==> src/rtl/mux_pkg.sv <==
// Shared constants and helpers for the N:1 streaming multiplexer.
package mux_pkg;

  localparam logic MODE_FIXED = 1'b0;
  localparam logic MODE_RR    = 1'b1;

  // Bit offset of channel k inside a packed {ch[N-1], ..., ch[0]} bus.
  function automatic int chan_lo(input int k, input int data_w);
    return k * data_w;
  endfunction

endpackage

==> src/rtl/rr_arbiter.sv <==
// Combinational round-robin arbiter: grants the first requester after `last`,
// wrapping from N_CH-1 back to 0.
module rr_arbiter #(
  parameter  int N_CH  = 8,
  localparam int SEL_W = $clog2(N_CH)
) (
  input  logic [N_CH-1:0]  req,
  input  logic [SEL_W-1:0] last,
  output logic [SEL_W-1:0] gnt_idx,
  output logic             gnt_valid
);

  int unsigned idx;

  always_comb begin
    gnt_idx   = '0;
    gnt_valid = 1'b0;
    idx       = 0;
    // Offset 1..N_CH visits every channel once, ending on `last` itself.
    for (int i = 1; i <= N_CH; i++) begin
      idx = (int'(last) + i) % N_CH;
      if (!gnt_valid && req[SEL_W'(idx)]) begin
        gnt_valid = 1'b1;
        gnt_idx   = SEL_W'(idx);
      end
    end
  end

endmodule

==> src/rtl/mux_n_1_seq.sv <==
// N-channel registered multiplexer with valid/ready on every channel and on
// the output; fixed-select or round-robin channel choice.
module mux_n_1_seq
  import mux_pkg::*;
#(
  parameter  int N_CH   = 8,
  parameter  int DATA_W = 8,
  localparam int SEL_W  = $clog2(N_CH)
) (
  input  logic                     clk,
  input  logic                     rst,
  input  logic                     mode,
  input  logic [SEL_W-1:0]         sel,
  input  logic [N_CH*DATA_W-1:0]   in_data,
  input  logic [N_CH-1:0]          in_valid,
  output logic [N_CH-1:0]          in_ready,
  output logic [DATA_W-1:0]        out_data,
  output logic [SEL_W-1:0]         out_ch,
  output logic                     out_valid,
  input  logic                     out_ready
);

  // Handshake: a transfer happens on a rising edge where valid && ready are
  // both high. Producers hold valid and data stable until that edge. in_ready
  // depends combinationally on in_valid, mode, sel and out_ready.

  logic [DATA_W-1:0] ch_data [N_CH];
  logic [SEL_W-1:0]  last_q, last_d;
  logic [DATA_W-1:0] out_data_q, out_data_d;
  logic [SEL_W-1:0]  out_ch_q, out_ch_d;
  logic              out_valid_q, out_valid_d;

  logic [SEL_W-1:0]  rr_idx;
  logic              rr_valid;
  logic [SEL_W-1:0]  g_idx;
  logic              g_valid;
  logic              ld;
  logic              accept;

  for (genvar k = 0; k < N_CH; k++) begin : g_slice
    assign ch_data[k] = in_data[chan_lo(k, DATA_W) +: DATA_W];
  end

  rr_arbiter #(.N_CH(N_CH)) u_arb (
    .req       (in_valid),
    .last      (last_q),
    .gnt_idx   (rr_idx),
    .gnt_valid (rr_valid)
  );

  always_comb begin
    g_idx   = '0;
    g_valid = 1'b0;
    if (mode == MODE_RR) begin
      g_idx   = rr_idx;
      g_valid = rr_valid;
    end else begin
      // Out-of-range selects (non-power-of-two N_CH) never win a grant.
      g_idx   = sel;
      g_valid = (int'(sel) < N_CH) && in_valid[sel];
    end
  end

  assign ld       = !out_valid_q || out_ready;
  assign accept   = ld && g_valid && !rst;
  assign in_ready = accept ? (N_CH'(1) << g_idx) : '0;

  always_comb begin
    last_d      = last_q;
    out_data_d  = out_data_q;
    out_ch_d    = out_ch_q;
    out_valid_d = out_valid_q;
    if (ld) begin
      out_valid_d = g_valid;
      if (g_valid) begin
        out_data_d = ch_data[g_idx];
        out_ch_d   = g_idx;
        last_d     = g_idx;
      end
    end
  end

  always_ff @(posedge clk) begin
    if (rst) begin
      last_q      <= SEL_W'(N_CH - 1);
      out_data_q  <= '0;
      out_ch_q    <= '0;
      out_valid_q <= 1'b0;
    end else begin
      last_q      <= last_d;
      out_data_q  <= out_data_d;
      out_ch_q    <= out_ch_d;
      out_valid_q <= out_valid_d;
    end
  end

  assign out_data  = out_data_q;
  assign out_ch    = out_ch_q;
  assign out_valid = out_valid_q;

endmodule

==> config.mk <==
export PLATFORM = sky130hd
export DESIGN_NAME = mux_n_1_seq
export DESIGN_NICKNAME = d
export VERILOG_FILES = /design/src/rtl/mux_pkg.sv /design/src/rtl/rr_arbiter.sv /design/src/rtl/mux_n_1_seq.sv
export SDC_FILE = /design/constraint.sdc
export NUM_CORES = 1
export LEC_CHECK = 0
export CORE_ASPECT_RATIO = 1.5
export CORE_MARGIN = 1
export CORE_UTILIZATION = 43
export DETAILED_ROUTE_END_ITERATION = 8
export GPL_ROUTABILITY_DRIVEN = 1
export PLACE_DENSITY = 0.87
export SYNTH_ARGS = -nofsm -noshare
export SYNTH_HDL_FRONTEND = slang
export SYNTH_HIERARCHICAL = 1
export SYNTH_SLANG_ARGS = --single-unit
export TNS_END_PERCENT = 30
==> constraint.sdc <==
create_clock -name clk -period 5.6 [get_ports clk]
set_input_delay 1.12 -clock clk [delete_from_list [all_inputs] [get_ports clk]]
set_output_delay 1.12 -clock clk [all_outputs]
set_load 0.02 [all_outputs]
==> impl.org, run 1 <==
** Logic synthesis
- Netlist area before placement :: 2210 um2
- Yosys reg bits :: 15
- The share of the Yosys chip area taken by registers is 0.136.
- Synthesis produced a netlist whose cell count is 232.
- Among all flip-flop cells after synthesis, the most frequent one is sky130_fd_sc_hd__dfxtp_1.
- Proportion of synthesized flip-flops having asynchronous set or reset :: 0
- Yosys printed 6 warnings.
- A synthesized cell averages 9.53 um2.
- Synthesis produced a netlist with a net count of 313.
- The number of different library cells used by synthesis comes to 53.
- Post-synth EDFFs :: 0

** Detailed routing
- Count of routing violations after the opening detailed-route iteration :: 161
- Final routed DRC violation total :: 0
- The routed layout has 2412 vias.
- The detail route stage leaves a number of antenna-violating nets equal to 0.
- Post-DR vias/cell :: 5.99
- Before antenna repair, the detailed router went through 4 iterations.
- After detailed routing, the average wire length per cell comes to 17.8 um.
- Summed over all layers, the routed wires come to 7.18 mm.

** Global routing
- The layer flagged by global routing as most heavily used is met2.
- Total congestion overflow :: 0
- For met2 alone, demand over resource in global routing was 0.528.
- M3 GR Usage :: 0.0417
- For this run, the total global-route usage over all layers was measured as 0.272.
- Met1 track demand over resource in global routing :: 0.241
- Entering global routing, the biggest net connects 20 pins.
- Via count of the first global-routing pass :: 2564
- The first global-routing pass estimated 11.2 mm of wire.
- Number of antenna violations at the first check in global routing :: 0

** Min path
- Path category of the worst min-delay check :: reg -> reg

** Finish
- 0 antenna diodes ended up in the layout.
- Number of standard cells in the layout, taps in and fillers out :: 403
- At the end of the flow the core is filled with cells to 0.668.
- Share of final-layout standard cells stronger than drive strength 1 :: 0.220
- Once layout is done, the placed cells without fillers occupy 3270 um2.
- Total number of nets in the final design :: 419
- Area growth, synth to finish :: 47.8%

** STA
- Subtracting the final worst setup slack from the clock period gives 5440 ps.
- Post-route fraction of the period consumed by the critical path :: 0.971
- Worst-margin pin slew :: 778 ps
- Worst hold margin :: 459 ps
- Summed over all failing endpoints, the final setup total negative slack is 0 ps.
- Max transition margin :: 0.480
- Between clock sinks in the finished design, the worst skew comes to 0.547 ps.
- Setup repair after global routing left no endpoint under its margin.
- Timing-limited maximum frequency :: 184 MHz
- Pins Over Slew Limit :: 0
- Final hold viol count :: 0
- Worst setup margin :: 160 ps
- Final setup violating endpoints :: 0

** Critical path
- WP data required :: 4480 ps
- Data arrival, critical path :: 4320 ps
- Critical-path maximum fanout :: 6
- Start-to-end type of the worst setup path :: in -> out
- STA classifies the critical path endpoint as an output port.
- STA classifies the critical path startpoint as an input pin.

** Floorplan
- # rows :: 31
- Overall die width :: 60.5 um
- The initial utilization of the core area, before any placement, comes to 0.452.
- After floorplanning, the core was sized to cover 4890 um2.
- Measured along the y axis, the die boundary spans 89.8 um.
- Die area :: 5440 um2
- 99 I/O pins were placed.

** Place
- After detailed placement, the design holds a cell count of 398.
- The congestion estimate from routability-driven global placement came to 0.863.
- Total half-perimeter wirelength after legalization and detailed placement :: 5.84 mm
- Post-place instance area :: 3250 um2
- In this run the tool buffered the top-level ports with 98 buffer cells.
- Worst slack, placed :: -391 ps

** Power
- Overall Power :: 1.38 mW
- VDD sags by at most 252 uV.
- In this run the power density over the cells is 424 nW/um2.
- In this run the static leakage power is 1.32 nW.

** Run status
- The run finished with clean final reports.

** Clocking
- The root buffer cell chosen for the clock tree is sky130_fd_sc_hd__clkbuf_8.
- For this design, the CTS-stage hold fixing added 0 buffers.
- In this run the number of H-tree levels came out at 1.
- Clk Latency, worst-skew pair :: 250 ps
- TritonCTS clock tree :: done
- Number of buffers on the longest clock path :: 2
- Clock tree synthesis inserted a total of 3 buffers.
- Clock transition at the registers of the reported paths :: 60 ps
- The clock drives 15 sinks.

** Flow run
- The tool flagged a number of max-cap violations equal to 0.
[Yosys cell counts, types with 2 or more instances]
cell type | number | area share
sky130_fd_sc_hd__nor4_1 | 9 | 0.025
sky130_fd_sc_hd__nand2b_1 | 3 | 0.0085
sky130_fd_sc_hd__mux2_4 | 3 | 0.020
sky130_fd_sc_hd__o211ai_1 | 2 | 0.0068
sky130_fd_sc_hd__buf_2 | 2 | 0.0045
sky130_fd_sc_hd__buf_6 | 4 | 0.020
sky130_fd_sc_hd__mux2_2 | 4 | 0.020
sky130_fd_sc_hd__mux4_1 | 5 | 0.059
sky130_fd_sc_hd__a22oi_1 | 2 | 0.0068
sky130_fd_sc_hd__nand3_1 | 2 | 0.0045
sky130_fd_sc_hd__clkbuf_1 | 5 | 0.0085
sky130_fd_sc_hd__or4_1 | 2 | 0.0068
sky130_fd_sc_hd__dfxtp_1 | 15 | 0.14
sky130_fd_sc_hd__a211o_1 | 2 | 0.0079
sky130_fd_sc_hd__nand2_1 | 25 | 0.042
sky130_fd_sc_hd__mux2_1 | 5 | 0.025
sky130_fd_sc_hd__a21oi_1 | 19 | 0.043
sky130_fd_sc_hd__nor2b_1 | 3 | 0.0085
sky130_fd_sc_hd__mux4_2 | 19 | 0.19
sky130_fd_sc_hd__a211oi_1 | 6 | 0.020
sky130_fd_sc_hd__a31oi_1 | 12 | 0.034
sky130_fd_sc_hd__o31ai_1 | 8 | 0.027
sky130_fd_sc_hd__xor2_1 | 2 | 0.0079
sky130_fd_sc_hd__or2b_2 | 2 | 0.0079
sky130_fd_sc_hd__clkbuf_8 | 5 | 0.031
sky130_fd_sc_hd__nor2_1 | 13 | 0.022
sky130_fd_sc_hd__o21ai_1 | 2 | 0.0045
sky130_fd_sc_hd__ha_1 | 2 | 0.011
sky130_fd_sc_hd__mux2i_1 | 13 | 0.059
sky130_fd_sc_hd__inv_1 | 13 | 0.022
[worst max-delay path: stages]
cell                              delay (ps)
sky130_fd_sc_hd__clkdlybuf4s50_1         480
sky130_fd_sc_hd__mux4_2                  520
sky130_fd_sc_hd__mux2_1                  320
sky130_fd_sc_hd__or4_4                   550
sky130_fd_sc_hd__o21ai_1                 160
sky130_fd_sc_hd__a31oi_1                 100
sky130_fd_sc_hd__mux2_4                  280
sky130_fd_sc_hd__or2_2                   320
sky130_fd_sc_hd__nor4_1                  240
sky130_fd_sc_hd__buf_2                   230
[sequential cells by signal, indices dropped and copies added, names as in the netlist]
name / cells
out_data: 8
last_q: 3
out_ch: 3
out_valid: 1
[report_power, final]
part	internal [mW]	leakage (nW)	switching [mW]	total [mW]
Combinational	0.562	1.17	0.568	1.13
Sequential	0.136	0.125	0.0275	0.164
Clock	0.0494	0.0255	0.0408	0.0902
[worst paths after layout]
check                                            start                        to  slack [ps]  cells past startpoint
worst max-delay path                       in_valid[2]               in_ready[0]         160                     10
worst min-delay path            out_ch[1]$_SDFFE_PP0P_    out_ch[1]$_SDFFE_PP0P_         460                      2
worst max register to register  last_q[1]$_SDFFE_PP1P_  out_data[0]$_SDFFE_PP0P_        1610                     13
worst min register to register  out_ch[1]$_SDFFE_PP0P_    out_ch[1]$_SDFFE_PP0P_         460                      2
[timing repair]
item                                    in CTS  in global routing
endpoints found under the setup margin       8                  8
pin swaps                                    1                  1
hold endpoints to repair                     0                  0
setup buffers                                0                  0
resized for setup                           30                 18
gates cloned                                 1                  0
[routing by layer]
| metal | wire, um | part of all wire | vias up |
|---|---|---|---|
| met5 | 0 | 0 | - |
| met4 | 332 | 0.046 | 0 |
| met3 | 427 | 0.059 | 33 |
| met2 | 4090 | 0.57 | 130 |
| met1 | 2330 | 0.32 | 1128 |
| li1 | - | - | 1121 |
[final cells by class]
class | instances | area [um2]
clock inverters | 1 | 5.00
flip-flops and latches | 15 | 300
fillers | 407 | 1620
well taps | 66 | 82.6
multi-input cells | 186 | 1680
clock buffers | 3 | 41.3
repair buffers | 119 | 1110
inverters | 13 | 48.8
[kinds of logic (layout without fill, tap and decap cells)]
family / after synthesis / after routing / synth area share
and+or+nand+nor: 66 / 66 / 0.152
DFF: 15 / 15 / 0.136
muxes: 49 / 49 / 0.378
xor gates and xnor gates: 3 / 3 / 0.0119
AOI/OAI and AO/OA: 65 / 66 / 0.207
adders and majority gates: 2 / 2 / 0.0113
buffers and inverters: 32 / 136 / 0.104
[layout by cell type (no fill, tap or decap), types with 2 or more instances in the layout]
master                            count
sky130_fd_sc_hd__a211o_1              2
sky130_fd_sc_hd__a211oi_1             6
sky130_fd_sc_hd__a21oi_1             19
sky130_fd_sc_hd__a22oi_1              2
sky130_fd_sc_hd__a31oi_1             12
sky130_fd_sc_hd__buf_2                6
sky130_fd_sc_hd__buf_4               21
sky130_fd_sc_hd__clkbuf_2             2
sky130_fd_sc_hd__clkbuf_8             3
sky130_fd_sc_hd__clkdlybuf4s50_1     85
sky130_fd_sc_hd__dfxtp_1             15
sky130_fd_sc_hd__dlymetal6s2s_1       5
sky130_fd_sc_hd__ha_1                 2
sky130_fd_sc_hd__inv_1               13
sky130_fd_sc_hd__mux2_1               5
sky130_fd_sc_hd__mux2_2               4
sky130_fd_sc_hd__mux2_4               3
sky130_fd_sc_hd__mux2i_1             13
sky130_fd_sc_hd__mux4_2              23
sky130_fd_sc_hd__nand2_1             25
sky130_fd_sc_hd__nand2b_1             3
sky130_fd_sc_hd__nand3_1              2
sky130_fd_sc_hd__nor2_1              13
sky130_fd_sc_hd__nor2b_1              3
sky130_fd_sc_hd__nor4_1               9
sky130_fd_sc_hd__o211ai_1             2
sky130_fd_sc_hd__o21ai_1              2
sky130_fd_sc_hd__o31ai_1              8
sky130_fd_sc_hd__or2b_2               2
sky130_fd_sc_hd__xor2_1               2
Power figures use the tool's default switching activity.
==> run 2, diff against run 1 <==
==> constraint.sdc (replaced) <==
create_clock -name clk -period 5.6 [get_ports clk]
set_input_delay 0.84 -clock clk [delete_from_list [all_inputs] [get_ports clk]]
set_output_delay 0.84 -clock clk [all_outputs]
set_load 0.02 [all_outputs]
==> impl.org, run 2 (synthesis results as in run 1) <==
** Place
- Last weighted congestion value of the routability-driven placer :: 0.917 (+6.3%)
- The number of I/O port buffers is 98 (unchanged).
- The worst setup slack before clock tree synthesis is 69.7 ps (+461 ps).
- The HPWL reported at the end of detailed placement is 5.44 mm (-6.9%).
- Post-place instance area :: 3180 um2 (-2.3%)

** STA
- Setup repair after global routing left no endpoint under its margin.
- Worst clock skew on the final layout :: 2.58 ps (+2.03 ps)
- The sum of negative setup slack came to 0 ps (unchanged).
- Max transition margin :: 0.508 (+0.0279)
- Final setup violating endpoints :: 0 (unchanged)
- Pins Over Slew Limit :: 0 (unchanged)
- The transition time of the tightest slew-check pin came to 737 ps (-41.7 ps).
- Final hold viol count :: 0 (unchanged)
- Worst setup margin :: 79.6 ps (-80.1 ps)
- Timing-limited maximum frequency :: 181 MHz (-1.5%)
- Post-route fraction of the period consumed by the critical path :: 0.986 (+0.0143)
- The minimum clock period after layout was 5520 ps (+80.1 ps).

** Clocking
- In this run the clock root is driven by a sky130_fd_sc_hd__clkbuf_8.
- Number of buffers on the longest clock path :: 2 (unchanged)
- Clk Latency, worst-skew pair :: 250 ps (about the same)
- The depth of the CTS H-tree is 1 (unchanged).
- The hold buffer count at cts is 0 (unchanged).
- Clock transition at the registers of the reported paths :: 70 ps (about the same)
- TritonCTS clock tree :: done
- The CTS sink count is 15 (unchanged).
- Num CTS Buffers :: 3 (unchanged)

** Floorplan
- Effective utilization at floorplan :: 0.452 (unchanged)
- The floorplan die area is 5440 um2 (unchanged).
- Overall die width :: 60.5 um (unchanged)
- The I/O pin total is 99 (unchanged).
- The number of placement rows was 31 (unchanged).
- The vertical die dimension is 89.8 um (unchanged).
- The placeable core area is 4890 um2 (unchanged).

** Detailed routing
- The first-pass iteration count of the detailed router is 4 (unchanged).
- Count of routing violations after the opening detailed-route iteration :: 98 (-39%)
- Post-DR vias/cell :: 6.03 (+0.72%)
- The final antenna-violating net count came to 0 (unchanged).
- The post-detailed-route wirelength per cell was 16.9 um (-5.0%).
- The number of design rule violations left after detail routing was 0 (unchanged).
- Total via count in the routed design :: 2363 (-2.0%)
- Final routed wirelength across all metal layers :: 6.64 mm (-7.6%)

** Finish
- The flip-flop count of the largest register, all copies and words added is 8 (unchanged).
- Diodes inserted :: 0 (unchanged)
- Share of final-layout standard cells stronger than drive strength 1 :: 0.150 (-0.0693)
- Area growth, synth to finish :: 46.5%
- Leaving out fill and tap cells, the most frequent cell in the layout is sky130_fd_sc_hd__clkdlybuf4s50_1.
- Total number of nets in the final design :: 408 (-2.6%)
- Most frequent cells in the layout :: 91 x sky130_fd_sc_hd__clkdlybuf4s50_1, 25 x sky130_fd_sc_hd__nand2_1, 19 x sky130_fd_sc_hd__mux4_2, 19 x sky130_fd_sc_hd__a21oi_1, 15 x sky130_fd_sc_hd__dfxtp_1
- The post-layout instance area was 3240 um2 (-0.88%).

** Min path
- Startpoint of the worst hold path :: out_ch[1]$_SDFFE_PP0P_
- The worst hold path belongs to the class reg -> reg.

** Critical path
- WP data required :: 4760 ps (+280 ps)
- Reg-to-reg critical path endpoint :: out_data[3]$_SDFFE_PP0P_
- Reg-to-reg setup timing slack :: 1450 ps (-160 ps)
- Longest individual stage delay on the worst path :: 660 ps (+110 ps)
- Nature of the critical path startpoint :: input pin
- By startpoint and endpoint, the worst setup path is classified as in -> out.
- The largest fanout on the critical path was 6 (unchanged).
- For this design, the slowest cell found on the critical path is sky130_fd_sc_hd__clkdlybuf4s50_1.
- Endpoint kind of the worst setup timing path :: output port
- Startpoint of the worst-slack reg-to-reg timing path :: last_q[1]$_SDFFE_PP1P_
- Crit path launch :: in_valid[7]
- CP Cell Sequence :: clkdlybuf4s50_1 -> mux4_1 -> mux2_4 -> or4_1 -> o21ai_1 -> a31oi_1 -> mux2_4 -> or2_2 -> nor4_1 -> clkdlybuf4s50_1
- The worst-case reg-to-reg path depth came to 13 (unchanged).
- The critical path ends at in_ready[2].
- Data arrival, critical path :: 4680 ps (+360 ps)

** Power
- Part of the power in registers :: 0.124 (+0.006)
- Net switching power :: 0.609 mW (-4.2%)
- The switching power as a share of total power was 0.465 (+0.00519).
- Pwr dens :: 405 nW/um2 (-4.5%)
- Cell internal pwr :: 0.701 mW (-6.2%)
- Lkg Pwr :: 1.35 nW (+2.3%)
- The clock group share of total power came to 0.070 (+0.005).
- The worst vdd rail ir drop came to 217 uV (-14%).
- Overall Power :: 1.31 mW (-5.3%)
- Fraction of power consumed by combinational cells :: 0.806 (-0.011)

** Global routing
- The first-pass GRT wire length came to 10.6 mm (-5.4%).
- The maximum number of pins on one net before global-route repair is 20 (unchanged).
- Total Routing Usage GR :: 0.254 (-0.0186)
- Total congestion overflow :: 0 (unchanged)
- The number of antenna violations at the first check in global routing was 0 (unchanged).
- The via count of the first global-routing pass was 2458 (-4.1%).

** Run status
- Result of the run :: finished, final reports clean

** Flow run
- The count of max-cap constraint violations came to 0 (unchanged).
## run 2: critical path, delay by kind of cell
| kind | cells | cell delay, ps |
|---|---|---|
| multiplexers | 3 | 1220 |
| buffers and inverters | 2 | 1170 |
| AND/OR/NAND/NOR | 3 | 1170 |
| AO/OA/AOI/OAI | 2 | 280 |
## run 2: final cells by class
cell class	count	area (um2)
multi-input cells	185	1680
fillers	409	1650
repair buffers	109	1080
flip-flops and latches	15	300
well taps	66	82.6
inverters	13	48.8
clock buffers	4	45.0
## run 2: repair_timing
action                                  in CTS  in global routing
setup buffers                                0                  0
resized for setup                            0                  7
endpoints found under the setup margin       0                  7
## run 2: power groups by stage
| stage | Sequential, mW | Clock (mW) | Combinational (mW) |
|---|---|---|---|
| after floorplan | 0.184 | 0 | 0.793 |
| after global placement | 0.163 | 0 | 1.03 |
| after detailed placement | 0.164 | 0 | 1.05 |
| after CTS | 0.162 | 0.0900 | 1.05 |
| after global routing | 0.167 | 0.0976 | 1.14 |
| final | 0.162 | 0.0922 | 1.06 |
## run 2: worst min-delay path by stage
stage	end	cells after the start	slack, ps
floorplan	last_q[1]$_SDFFE_PP1P_	2	510
global placement	out_ch[1]$_SDFFE_PP0P_	2	450
detailed placement	out_ch[2]$_SDFFE_PP0P_	2	460
CTS	out_ch[1]$_SDFFE_PP0P_	2	470
global route	out_ch[2]$_SDFFE_PP0P_	2	480
finish	out_ch[1]$_SDFFE_PP0P_	2	470
## run 2: through the flow
stage               hold slack, ps   util  instances
detailed placement             458  0.650        388
floorplan                      506      -        232
global route                   484  0.663        392
CTS                            468  0.659        392
finish                         467  0.663        392
global placement               452  0.650        388
## run 2: layer usage
metal | up-vias | track usage | routed length [um]
met5 | - | 0 | 0
met2 | 118 | 0.486 | 3760
met1 | 1126 | 0.235 | 2260
li1 | 1096 | - | -
met4 | 0 | 0.131 | 240
met3 | 23 | 0.0432 | 375
==> variant 1, RTL diff (config.mk and constraints of run 1) <==
Make the reset (`rst`) asynchronous in one clocked block.
--- a/src/rtl/mux_n_1_seq.sv
+++ b/src/rtl/mux_n_1_seq.sv
@@ -80,7 +80,7 @@
     end
   end
 
-  always_ff @(posedge clk) begin
+  always_ff @(posedge clk or posedge rst) begin
     if (rst) begin
       last_q      <= SEL_W'(N_CH - 1);
       out_data_q  <= '0;
Formal check against the unedited RTL: differs if rst is asserted again (counterexample within 4 cycles, from zero or initial values and one cycle with rst high); with rst held inactive, the same outputs for 4 cycles.
==> variant 1 against run 1 <==
- hold slack improved by 0.037 ns
- via count rose by 5.3%
- design area rose by 1.2%
- global-route usage rose by 2.3 points
- sequential power rose by 25%
- maximum frequency fell by 1.4%
- synthesized area fell by 6.1%
- power rose by 60%
- routed wire length rose by 3.3%
- non-clock buffer count rose by 11
- sequential cell count did not move
- critical path depth rose by 2
- setup slack got worse by 0.075 ns
- sequential share of layout area rose by 2.3 points
- critical path type unchanged
==> variant 1: results (changes against run 1) <==
met2_length_um: 4020  # -1.7%
antenna-diode-count: 0  # unchanged
synth_xor_area_share_pct: 1.27  # +0.077 points
grt_max_degree: 33  # +65%
hpwl_um: 5930  # +1.5%
hp-class: "reg -> reg"
final-max-slew-violation-count: 0  # unchanged
crit_fanout: 5  # -1
p_switching_mw: 1.12  # +75%
grt_util_met1_pct: 30.7  # +6.6 points
synth_top_family_by_area: "simple AND/OR/NAND/NOR gates"
cellPowerDensity_mw_per_mm2: 670  # +58%
dr_wl_met3_um: 388  # -9.1%
ant_nets: 0  # unchanged
firstDrtPassIters: 5  # +1
synth_area_leaders: "dfrtp_1 14%, nand2_1 11%, mux2i_1 7.2%"
clk_latency_ns: 0.24
top_layer: "met4"
clockBufferDepth: 2  # unchanged
num-fill-cells: 387  # -4.9%
drt_first_iter_violations: 186  # +16%
gp_congestion: 0.945  # +9.5%
powerClk_uw: 85.5  # -5.2%
synth_commonest_cells: "59 x nand2_1, 21 x nand3_1, 15 x mux2i_1, 13 x inv_1, 12 x dfrtp_1"
yosysMostFrequentCell: "nand2_1"
ir_drop_uv: 448  # +78%
grt_pass1_wl_um: 11400  # +1.7%
numCtsBuffers: 3  # unchanged
top_usage_layer: "met2"
use_met3_pct: 3.42  # -0.76 points
synth-compound-area-share_pct: 19.5  # -1.2 points
yosysWarnings: 6  # unchanged
synthMuxAreaShare_pct: 23.8  # -14 points
cts_max_level: 1  # unchanged
drive_above_1_share_pct: 18.2  # -3.8 points
synthArstFlopShare_pct: 100  # +100 points
dpl_worst_slack_ns: -0.362  # +0.0289 ns
pwr-share-seq_pct: 9.2  # -2.6 points
synth_nets: 350  # +12%
synth_fa_ha_area_share_pct: 1.21  # +0.074 points
status: "complete, no violations"
drt-met1-wl_um: 2730  # +17%
synth_seq_area_share_pct: 18.3  # +4.7 points
crit_arrival_ns: 4.40  # +0.08 ns
p_leak_nw: 1.40  # +6.0%
grt_use_met2_pct: 57.1  # +4.3 points
synth-edff-count: 0  # unchanged
wl_per_cell_um: 16.5  # -7.3%
largest_register_ffs: 8  # unchanged
num_vias: 2540  # +5.3%
track_usage_pct: 29.5  # +2.3 points
clock_skew_ns: 0.00120  # +0.000654 ns
antenna_found_initial: 0  # unchanged
tightest_slew_ns: 0.657  # -0.121 ns
yosysUniqueCellTypes: 54  # +1.9%
nets: 467  # +11%
clockRootBuffer: "clkbuf_8"
variant 1: what timing repair did:
| action | 4_1_cts | 5_1_grt |
|---|---|---|
| pin swaps | 0 | 2 |
| setup buffers | 0 | 2 |
| endpoints found under the setup margin | 8 | 8 |
| hold endpoints to repair | 0 | 0 |
| resized for setup | 20 | 15 |
variant 1: path summary, 6_finish.rpt:
check,end,slack [ns],cells past startpoint,start
max in group asynchronous,out_data[2],3.91,2,rst
max,in_ready[7],0.08,12,in_valid[5]
min reg2reg,out_ch[2],0.50,1,out_ch[2]
min,out_ch[2],0.50,1,out_ch[2]
max reg2reg,out_data[0],1.27,13,last_q[1]
min in group asynchronous,out_data[1],1.30,2,rst
variant 1: layout make-up:
| class | instances | share of cell area, % |
|---|---|---|
| inverter | 13 | 1.48 |
| clock buffer | 4 | 1.36 |
| sequential | 15 | 11.5 |
| tap | 64 | 2.42 |
| multi-input combinational | 223 | 46.7 |
| timing repair buffer | 130 | 36.6 |
variant 1: worst max-delay path, cell delays in order:
cell and delay, ns:
clkdlybuf4s50_1 0.48, mux4_2 0.53, mux2_1 0.33, or4_4 0.54
buf_4 0.17, o21ai_1 0.16, a31oi_2 0.13, mux2i_2 0.28
buf_4 0.17, nor2_2 0.04, and3_1 0.19, clkdlybuf4s15_2 0.25
variant 1: metrics by stage:
step                instances  setup TNS, ns  instance area, um^2  hold slack (ns)  utilization (%)
floorplan                 269              0                 2080            0.498                -
global placement          443          -2.35                 3250            0.475             71.0
detailed placement        443          -2.53                 3250            0.487             71.0
CTS                       447              0                 3310            0.500             72.2
global route              449        -0.0389                 3310            0.526             72.2
finish                    449              0                 3310            0.496             72.2
variant 1: kinds of logic after synthesis:
family          after synthesis
flops                        15
fa+ha+maj                     2
mux                          35
xor+xnor                      3
buf+inv                      31
compound gates               58
simple gates                125
==> variant 2, RTL diff (settings of run 1) <==
Without the edit above. `N_CH` is set to 8 in 2 places; all go to 16.
--- a/src/rtl/rr_arbiter.sv
+++ b/src/rtl/rr_arbiter.sv
@@ -1,7 +1,7 @@
 // Combinational round-robin arbiter: grants the first requester after `last`,
 // wrapping from N_CH-1 back to 0.
 module rr_arbiter #(
-  parameter  int N_CH  = 8,
+  parameter  int N_CH  = 16,
   localparam int SEL_W = $clog2(N_CH)
 ) (
   input  logic [N_CH-1:0]  req,
--- a/src/rtl/mux_n_1_seq.sv
+++ b/src/rtl/mux_n_1_seq.sv
@@ -3,7 +3,7 @@
 module mux_n_1_seq
   import mux_pkg::*;
 #(
-  parameter  int N_CH   = 8,
+  parameter  int N_CH   = 16,
   parameter  int DATA_W = 8,
   localparam int SEL_W  = $clog2(N_CH)
 ) (
Ports: changed (5 resized); port bits go from 99 to 181. The function was not compared with the original's and may differ.
==> variant 2 against run 1 <==
- the run now ends with setup timing left
- setup slack worse by 0.31 ns
- routed wire length rose to 3.5 times the old value
- global-route usage increased by 17 points
- design area increased by 150%
- synthesized area increased by 110%
- critical path depth grew 5
- first-iteration DRC count grew to 3.0 times the old value
- sequential cell count rose by 2
- critical endpoint is now in_ready[8]
Power is left out: the tool's default activity adds up to more than one toggle a clock period on the data nets, which glitch-free logic cannot reach.
==> variant 2: results (changes against run 1) <==
grt_max_degree: 29  # +45%
holdPathEnd: "out_data[1]"
synth_area_leaders: "mux4_2 22%, mux2i_1 12%, dfxtp_1 7.2%"
wl_per_cell_um: 24.3  # +37%
gp_congestion: 1.01  # +17%
dp_cells: 1008  # +150%
port_buffers: 180  # +84%
hp-start: "out_data[1]"
clockRootBuffer: "clkbuf_16"
routed_wl_um: 25200  # +250%
yosysUniqueCellTypes: 70  # +32%
crit_start: "in_valid[5]"
crit_path_top_delay_cell: "mux4_2"
drive_above_1_share_pct: 37.6  # +16 points
num_vias: 6645  # +180%
setup_viol: 16  # +16
syn_inst: 565  # +140%
firstDrtPassIters: 8  # +4
track_usage_pct: 43.8  # +17 points
status: "finished, violations left"
fin_hold_ws_ns: 0.478  # +0.0189 ns
drt_first_iter_violations: 491  # +200%
antenna_found_initial: 2  # +2
crit_arrival_ns: 4.63  # +0.31 ns
cts_max_level: 1  # unchanged
violations: "setup timing"
synth_seq_area_share_pct: 7.25  # -6.3 points
grt_pass1_vias: 6740  # +160%
worst_slack_ns: -0.151  # -0.310 ns
synth_nets: 725  # +130%
grt_pass1_wl_um: 36700  # +230%
hpwl_um: 19900  # +240%
rr_endpoint: "out_data[4]"
max_stage_delay_ns: 0.55  # about the same
worstSetupEndpoint: "in_ready[8]"
r2r-start: "last_q[0]"
## variant 2: per-layer routing
metal,vias up,wire (um),GRT usage (%)
met5,-,12,0
met4,2,2470,36.0
met3,159,2180,12.3
met2,484,13000,79.6
met1,3116,7560,39.6
li1,2884,-,-
## variant 2: repair_timing
action	CTS	global route
pin swaps	15	12
setup buffers	14	9
hold endpoints to repair	0	0
setup endpoints to repair	24	23
resized for setup	177	48
## variant 2: critical path, delay by kind of cell
kind / cells / cell delay [ns]
multiplexers: 2 / 1.08
buffers and inverters: 5 / 0.84
AO/OA/AOI/OAI: 6 / 1.31
AND/OR/NAND/NOR: 2 / 0.28
## variant 2: through the flow
| step | instance area (um^2) | utilization, % | setup TNS (ns) | setup WS [ns] |
|---|---|---|---|---|
| floorplan | 4710 | - | -0.493 | -0.0832 |
| CTS | 7870 | 74.3 | -0.535 | -0.0845 |
| global placement | 7670 | 72.4 | -18.06 | -0.987 |
| detailed placement | 7670 | 72.4 | -19.33 | -1.06 |
| global route | 8110 | 76.5 | -2.37 | -0.197 |
| finish | 8110 | 76.6 | -1.24 | -0.151 |
## variant 2: final cells by class
cell class | instances | area, um^2
Inverter | 16 | 66.3
Multi-Input combinational cell | 491 | 4240
Fill cell | 759 | 2480
Sequential cell | 17 | 340
Timing Repair Buffer | 363 | 3190
Clock buffer | 3 | 75.1
Antenna cell | 1 | 2.50
Clock inverter | 1 | 5.00
Tap cell | 144 | 180
## variant 2: kinds of logic after synthesis
family                   synth area share (%)
XOR/XNOR                                 2.00
AND/OR/NAND/NOR                          20.2
multiplexers                             39.0
AO/OA/AOI/OAI                            23.2
buffers and inverters                    6.29
flip-flops                               7.25
adder cells (fa/ha/maj)                  2.13
